### src/rtl/fpu_32_pkg.sv
// Shared definitions for the single-precision divider operand path:
// IEEE-754 field positions, the canonical quiet NaN, the operand class
// enumeration, the per-entry record held by the operand FIFO, and small
// field helper functions.
package fpu_32_pkg;

    localparam int EXP_MSB  = 30;
    localparam int EXP_LSB  = 23;
    localparam int FRAC_MSB = 22;

    localparam logic [7:0]  EXP_ALL_ONES = 8'hFF;
    localparam logic [31:0] QNAN         = 32'h7FC0_0000;

    typedef enum logic [1:0] {
        CLS_ZERO   = 2'd0,
        CLS_INF    = 2'd1,
        CLS_NAN    = 2'd2,
        CLS_FINITE = 2'd3
    } fp_class_t;

    typedef struct packed {
        logic [31:0] a;
        logic [31:0] b;
        logic        special;
        logic [31:0] special_result;
        logic        dz;
        logic        nv;
    } div_entry_t;

    // Subnormals are classified as finite nonzero; only an all-zero
    // exponent with an all-zero fraction counts as zero.
    function automatic fp_class_t fp_classify(input logic [31:0] x);
        fp_class_t cls;
        if (x[EXP_MSB:EXP_LSB] == EXP_ALL_ONES) begin
            if (x[FRAC_MSB:0] != 23'd0) begin
                cls = CLS_NAN;
            end else begin
                cls = CLS_INF;
            end
        end else if ((x[EXP_MSB:EXP_LSB] == 8'd0) && (x[FRAC_MSB:0] == 23'd0)) begin
            cls = CLS_ZERO;
        end else begin
            cls = CLS_FINITE;
        end
        return cls;
    endfunction

    // Replace a subnormal by a zero of the same sign; other values pass.
    function automatic logic [31:0] fp_flush_subnormal(input logic [31:0] x);
        logic [31:0] y;
        if ((x[EXP_MSB:EXP_LSB] == 8'd0) && (x[FRAC_MSB:0] != 23'd0)) begin
            y = {x[31], 31'd0};
        end else begin
            y = x;
        end
        return y;
    endfunction

endpackage

### src/rtl/fpu_32_div_classify.sv
// Combinational operand classification for the divider issue stage.
// Builds a complete FIFO entry (operands, bypass result, dz/nv flags)
// from a raw dividend/divisor pair.
// Optional build macro FPU_DIV_DENORM_FTZ_EN: when defined, subnormal
// operands are flushed to signed zero before classification and storage.
module fpu_32_div_classify
    import fpu_32_pkg::*;
(
    input  logic [31:0] a,
    input  logic [31:0] b,
    output div_entry_t  entry
);

    logic [31:0] a_s;
    logic [31:0] b_s;
    fp_class_t   cls_a_s;
    fp_class_t   cls_b_s;
    logic        sign_s;
    logic [31:0] inf_s;
    logic [31:0] zero_s;

`ifdef FPU_DIV_DENORM_FTZ_EN
    assign a_s = fp_flush_subnormal(a);
    assign b_s = fp_flush_subnormal(b);
`else
    assign a_s = a;
    assign b_s = b;
`endif

    assign cls_a_s = fp_classify(a_s);
    assign cls_b_s = fp_classify(b_s);
    assign sign_s  = a_s[31] ^ b_s[31];
    assign inf_s   = {sign_s, EXP_ALL_ONES, 23'd0};
    assign zero_s  = {sign_s, 31'd0};

    // Special-case priority: invalid, divide-by-zero, infinite quotient, zero quotient.
    always_comb begin
        entry                = '0;
        entry.a              = a_s;
        entry.b              = b_s;
        if ((cls_a_s == CLS_NAN) || (cls_b_s == CLS_NAN) ||
            ((cls_a_s == CLS_ZERO) && (cls_b_s == CLS_ZERO)) ||
            ((cls_a_s == CLS_INF) && (cls_b_s == CLS_INF))) begin
            entry.special        = 1'b1;
            entry.special_result = QNAN;
            entry.nv             = 1'b1;
        end else if ((cls_a_s == CLS_FINITE) && (cls_b_s == CLS_ZERO)) begin
            entry.special        = 1'b1;
            entry.special_result = inf_s;
            entry.dz             = 1'b1;
        end else if (cls_a_s == CLS_INF) begin
            // Divisor is finite or zero here; inf/0 is an exact infinity.
            entry.special        = 1'b1;
            entry.special_result = inf_s;
        end else if ((cls_a_s == CLS_ZERO) || (cls_b_s == CLS_INF)) begin
            entry.special        = 1'b1;
            entry.special_result = zero_s;
        end else begin
            entry.special        = 1'b0;
            entry.special_result = 32'd0;
        end
    end

endmodule

### src/rtl/fpu_32_div_operand_stage.sv
// Operand-issue stage in front of fpu_32_divider. Buffers classified A/B
// pairs in a small in-order FIFO and presents the head entry with its
// precomputed special-case result so the divider can be bypassed.
// in_ready is a register (no path from out_ready). Honours the optional
// build macro FPU_DIV_DENORM_FTZ_EN through fpu_32_div_classify.
module fpu_32_div_operand_stage
    import fpu_32_pkg::*;
#(
    parameter int WIDTH = 32,
    parameter int DEPTH = 2
)
(
    input  logic                       clk,
    input  logic                       rst_n,
    input  logic                       in_valid,
    output logic                       in_ready,
    input  logic [WIDTH-1:0]           in_a,
    input  logic [WIDTH-1:0]           in_b,
    output logic                       out_valid,
    input  logic                       out_ready,
    output logic [WIDTH-1:0]           div_a,
    output logic [WIDTH-1:0]           div_b,
    output logic                       out_special,
    output logic [WIDTH-1:0]           out_special_result,
    output logic                       out_dz,
    output logic                       out_nv,
    output logic [$clog2(DEPTH+1)-1:0] level,
    input  logic                       flag_clr,
    output logic                       sticky_dz,
    output logic                       sticky_nv
);

    localparam int PW = (DEPTH > 1) ? $clog2(DEPTH) : 1;
    localparam int LW = $clog2(DEPTH + 1);
    localparam logic [LW-1:0] LVL_FULL = LW'(DEPTH);

    div_entry_t        mem_r [DEPTH];
    logic [PW-1:0]     wr_ptr_r;
    logic [PW-1:0]     rd_ptr_r;
    logic [LW-1:0]     level_r;
    logic [LW-1:0]     level_nxt_s;
    logic              in_ready_r;
    logic              sticky_dz_r;
    logic              sticky_nv_r;
    logic              push_s;
    logic              pop_s;
    logic              empty_s;
    div_entry_t        cls_entry_s;
    div_entry_t        head_s;

    fpu_32_div_classify u_classify (
        .a     (in_a),
        .b     (in_b),
        .entry (cls_entry_s)
    );

    assign empty_s = (level_r == {LW{1'b0}});
    assign push_s  = in_valid & in_ready_r;
    assign pop_s   = (~empty_s) & out_ready;

    // Occupancy after this cycle's push/pop.
    always_comb begin
        level_nxt_s = level_r;
        case ({push_s, pop_s})
            2'b10:   level_nxt_s = level_r + LW'(1);
            2'b01:   level_nxt_s = level_r - LW'(1);
            default: level_nxt_s = level_r;
        endcase
    end

    // Pointers, occupancy and registered ready (ready follows next-cycle fullness).
    always_ff @(posedge clk or negedge rst_n) begin
        if (!rst_n) begin
            wr_ptr_r   <= {PW{1'b0}};
            rd_ptr_r   <= {PW{1'b0}};
            level_r    <= {LW{1'b0}};
            in_ready_r <= 1'b0;
        end else begin
            if (push_s) begin
                wr_ptr_r <= wr_ptr_r + PW'(1);
            end else begin
                wr_ptr_r <= wr_ptr_r;
            end
            if (pop_s) begin
                rd_ptr_r <= rd_ptr_r + PW'(1);
            end else begin
                rd_ptr_r <= rd_ptr_r;
            end
            level_r    <= level_nxt_s;
            in_ready_r <= (level_nxt_s != LVL_FULL);
        end
    end

    // Entry storage; contents are discarded on reset.
    always_ff @(posedge clk or negedge rst_n) begin
        if (!rst_n) begin
            for (int i = 0; i < DEPTH; i++) begin
                mem_r[i] <= '0;
            end
        end else begin
            if (push_s) begin
                mem_r[wr_ptr_r] <= cls_entry_s;
            end else begin
                mem_r[wr_ptr_r] <= mem_r[wr_ptr_r];
            end
        end
    end

    // Sticky exception flags; a new event outranks a clear in the same cycle.
    always_ff @(posedge clk or negedge rst_n) begin
        if (!rst_n) begin
            sticky_dz_r <= 1'b0;
            sticky_nv_r <= 1'b0;
        end else begin
            if (push_s && cls_entry_s.dz) begin
                sticky_dz_r <= 1'b1;
            end else if (flag_clr) begin
                sticky_dz_r <= 1'b0;
            end else begin
                sticky_dz_r <= sticky_dz_r;
            end
            if (push_s && cls_entry_s.nv) begin
                sticky_nv_r <= 1'b1;
            end else if (flag_clr) begin
                sticky_nv_r <= 1'b0;
            end else begin
                sticky_nv_r <= sticky_nv_r;
            end
        end
    end

    // Head entry, forced to zero while the FIFO is empty.
    always_comb begin
        head_s = '0;
        if (!empty_s) begin
            head_s = mem_r[rd_ptr_r];
        end else begin
            head_s = '0;
        end
    end

    assign in_ready           = in_ready_r;
    assign out_valid          = ~empty_s;
    assign level              = level_r;
    assign div_a              = head_s.a;
    assign div_b              = head_s.b;
    assign out_special        = head_s.special;
    assign out_special_result = head_s.special_result;
    assign out_dz             = head_s.dz;
    assign out_nv             = head_s.nv;
    assign sticky_dz          = sticky_dz_r;
    assign sticky_nv          = sticky_nv_r;

endmodule

### config.mk
export PLATFORM = sky130hd
export DESIGN_NAME = fpu_32_div_operand_stage
export DESIGN_NICKNAME = d
export VERILOG_FILES = /design/src/rtl/fpu_32_pkg.sv /design/src/rtl/fpu_32_div_classify.sv /design/src/rtl/fpu_32_div_operand_stage.sv
export SDC_FILE = /design/constraint.sdc
export NUM_CORES = 1
export LEC_CHECK = 0
export ABC_AREA = 0
export CAP_MARGIN = 20
export CELL_PAD_IN_SITES_DETAIL_PLACEMENT = 0
export CELL_PAD_IN_SITES_GLOBAL_PLACEMENT = 1
export CORE_AREA = 2 2 231 119
export CTS_CLUSTER_DIAMETER = 40
export DETAILED_ROUTE_END_ITERATION = 7
export DIE_AREA = 0 0 233 121
export PLACE_DENSITY = 0.78
export SLEW_MARGIN = 30
export SYNTH_ARGS = -nofsm -noshare
export SYNTH_HDL_FRONTEND = slang
export SYNTH_SLANG_ARGS = --single-unit
### constraint.sdc
create_clock -name clk -period 1.8 [get_ports clk]
set_input_delay 0.45 -clock clk [delete_from_list [all_inputs] [get_ports clk]]
set_output_delay 0.45 -clock clk [all_outputs]
set_load 0.05 [all_outputs]
==> metrics.txt <==
status complete, but fails checks; violated checks negative setup slack; Distinct cells, synth 32; # DRC 0; reg2reg end level[1]; Worst R2R Start level[1]; Worst Skew 0.01191 ns; Pre-antenna DRT Iters 5; Area contributors post-synth dfrtp_1, nand2_1, mux2i_1; max frequency approximately 430 MHz; final hold slack 0.1960 ns; clock share of power 0.172; Remaining Overflow, GRT 0; Max transition margin 0.7161; R2R depth 10; Final Max Slew Viols 0; Die X-Extent approximately 230 um; max_cap viols 0; H-Tree Level Count 1; Critical Path Start rd_ptr_r; logic gate share of total power 0.590; Required @ worst endpoint 1.35 ns; Yosys top cell by area dfrtp_1; Worst-path clk slew 0.06 ns; Leak Pwr slightly above 0.007 uW; clk_lat worst skew 0.52 ns; first-pass GRT wire length roughly 43,000 um; starting density of the core 0.3463; RSZ-0062 raised after global routing yes; number of global-route vias before repair between 8,000 and 9,000; startpoint types flip-flop; sequential share of the synthesized area 0.5672; YS warnings 0; Post-Syn Area 9044 um^2; die height 121 um; Hold EP mem_r[138]; switch share 0.4376; setup_tns -45.93 ns; Peak VDD IR approximately 1200 uV; routed vias 7,824; CTS sink count 205; Syn Inst Count around 1,000; CTS tree done; Sw Pwr approximately 14,000 uW; die area approximately 28,000 um^2; Hold Crit Class in2reg; register share of total power 0.238; Tcrit/Tclk final 1.303; wirelength, routed 27,610 um; R2R setup slack -0.08 ns; Power Dens Cells approximately 2100 nW/um^2; Mean Syn Cell Area 9.062 um^2; Hold Path Origin in_b[4]; hpwl dp around 17,000 um; GRT Total Usage 0.1916; crit-path max FO 6; post-layout total power 30,880 uW; syn nets 1,068; antenna violations before repair 0; filler instances 2,170; Antenna Nets Post-Route 0; core area 26,120 um^2; critical path endpoint category output pin; CP Data Arrival Time 1.89 ns; Hold Path Stages 3; area delta synth->final 61.46%; Vias/cell 4.779; row count 42; Post-layout nets 1,338; Final Hold Fails 0; # setup viols final 102; layout cell share with drive strength beyond 1 0.3619; cts bufs inserted 24; diodes inserted 0; minimum clock period after layout 2.345 ns; Int Pwr 17,370 uW; gpl congestion 0.7892; worst slew pin tran 0.4220 ns; Yosys reg bits approximately 210; WL per Instance 16.86 um; io pins 174; Clock Path Buffers 3; largest net degree at the start of global routing 57; crit path kind reg2out; fin worst setup slack -0.5446 ns; Multi-input gate area 4502 um^2; Seq. cell area 5137 um^2; drt first-iter violations 521; Synth top area share 0.5672; PortBufs 173; Root Driver clkbuf_16
cells by family after synthesis:
logic type	count (synthesis)	share of synthesized area
fa+ha+maj	1	0.001383
buf+inv	62	0.02587
xor+xnor	5	0.004843
flops	205	0.5672
simple gates	599	0.2705
mux	99	0.1096
compound gates	27	0.02061
power groups by stage:
stage,clock [uW],combinational [uW],sequential (uW)
6_report,5310,18200,7360
3_3_place_gp,0,15400,7180
2_1_floorplan,0,9640,7090
4_1_cts,5400,16800,7240
5_1_grt,5600,19200,7560
3_5_place_dp,0,15500,7270
placed cells by master (no fill, tap or decap), types with 10 or more instances in the layout:
cell type	netlist	routed
nand2_1	397	395
dfrtp_1	205	201
buf_4	0	95
nor2_2	0	78
buf_6	0	61
mux2i_1	99	58
buf_12	0	56
and2_1	45	44
mux2i_2	0	32
clkbuf_16	0	31
nor2_1	124	24
dlygate4sd2_1	0	24
nor2_4	0	22
clkdlybuf4s50_1	0	20
buf_8	0	10
critical path, cell delays in order, from the launching register on:
cell and delay, ns:
dfrtp_4 0.50, buf_12 0.16, buf_12 0.15, buf_12 0.14, mux2i_2 0.19, nor2_2 0.04
buf_4 0.18
cells in the mapped netlist:
cell and instances:
a211o_1 1, a211oi_1 1, a21oi_1 5, and2_1 45
and3_1 1, buf_1 6, buf_2 1, clkbuf_1 52
dfrtp_1 205, ha_1 1, inv_1 3, mux2i_1 99
nand2_1 397, nand2b_1 1, nand3_1 1, nand4_1 6
nor2_1 124, nor3_1 4, nor4_1 15, nor4_2 1
o21a_1 9, o21ai_0 4, o22a_1 1, o22ai_1 2
o31a_1 1, o32a_1 1, o41ai_1 2, or2_0 1
or2_2 1, or4_1 2, xnor2_1 3, xor2_1 2
state kept, by name, summed over array words and instances, names as in the netlist:
name / count
sticky_nv: 1
rd_ptr_r: 1
in_ready: 1
mem_r: 198
wr_ptr_r: 1
level: 2
sticky_dz: 1
metrics by stage:
| step | std cells | util | area, um^2 | setup slack, ns |
|---|---|---|---|---|
| after floorplan | 998 | - | 9427 | -0.2663 |
| after global placement | 1565 | 0.4800 | 12540 | -1.016 |
| after detailed placement | 1565 | 0.4800 | 12540 | -1.002 |
| after CTS | 1623 | 0.5334 | 13930 | -0.5639 |
| after global routing | 1637 | 0.5591 | 14600 | -0.5974 |
| final | 1637 | 0.5591 | 14600 | -0.5446 |
worst max-delay path by stage:
stage	to	slack, ns	depth (start not counted)
2_1_floorplan	out_special_result[1]	-0.27	4
3_3_place_gp	mem_r[27]	-1.02	8
3_5_place_dp	mem_r[25]	-1.00	8
4_1_cts	div_b[13]	-0.56	5
5_1_grt	div_b[11]	-0.60	6
6_report	div_b[12]	-0.54	6
timing repair:
action | 4_1_cts | 5_1_grt
gates resized for setup | 138 | 120
setup buffers | 10 | 12
endpoints found under the setup margin | 128 | 119
cloned | 5 | 7
hold endpoints to repair | 28 | 0
hold buffers | 1 | 0
pin swaps | 22 | 34
cell type report:
class,count,area share
clock buffers,29,0.04593
clock inverters,14,0.01320
inverters,3,0.0009426
multi-input cells,731,0.3083
flip-flops and latches,205,0.3518
well taps,352,0.03016
repair buffers,303,0.2496
metal layers:
metal / vias to the layer above / share of wire / global-route usage
met5: - / 0 / 0
met2: 161 / 0.50 / 0.3317
met4: 0 / 0.022 / 0.04538
li1: 3728 / - / -
met3: 52 / 0.040 / 0.03125
met1: 3883 / 0.44 / 0.2526
No activity file was read; power rests on OpenSTA's default activity.
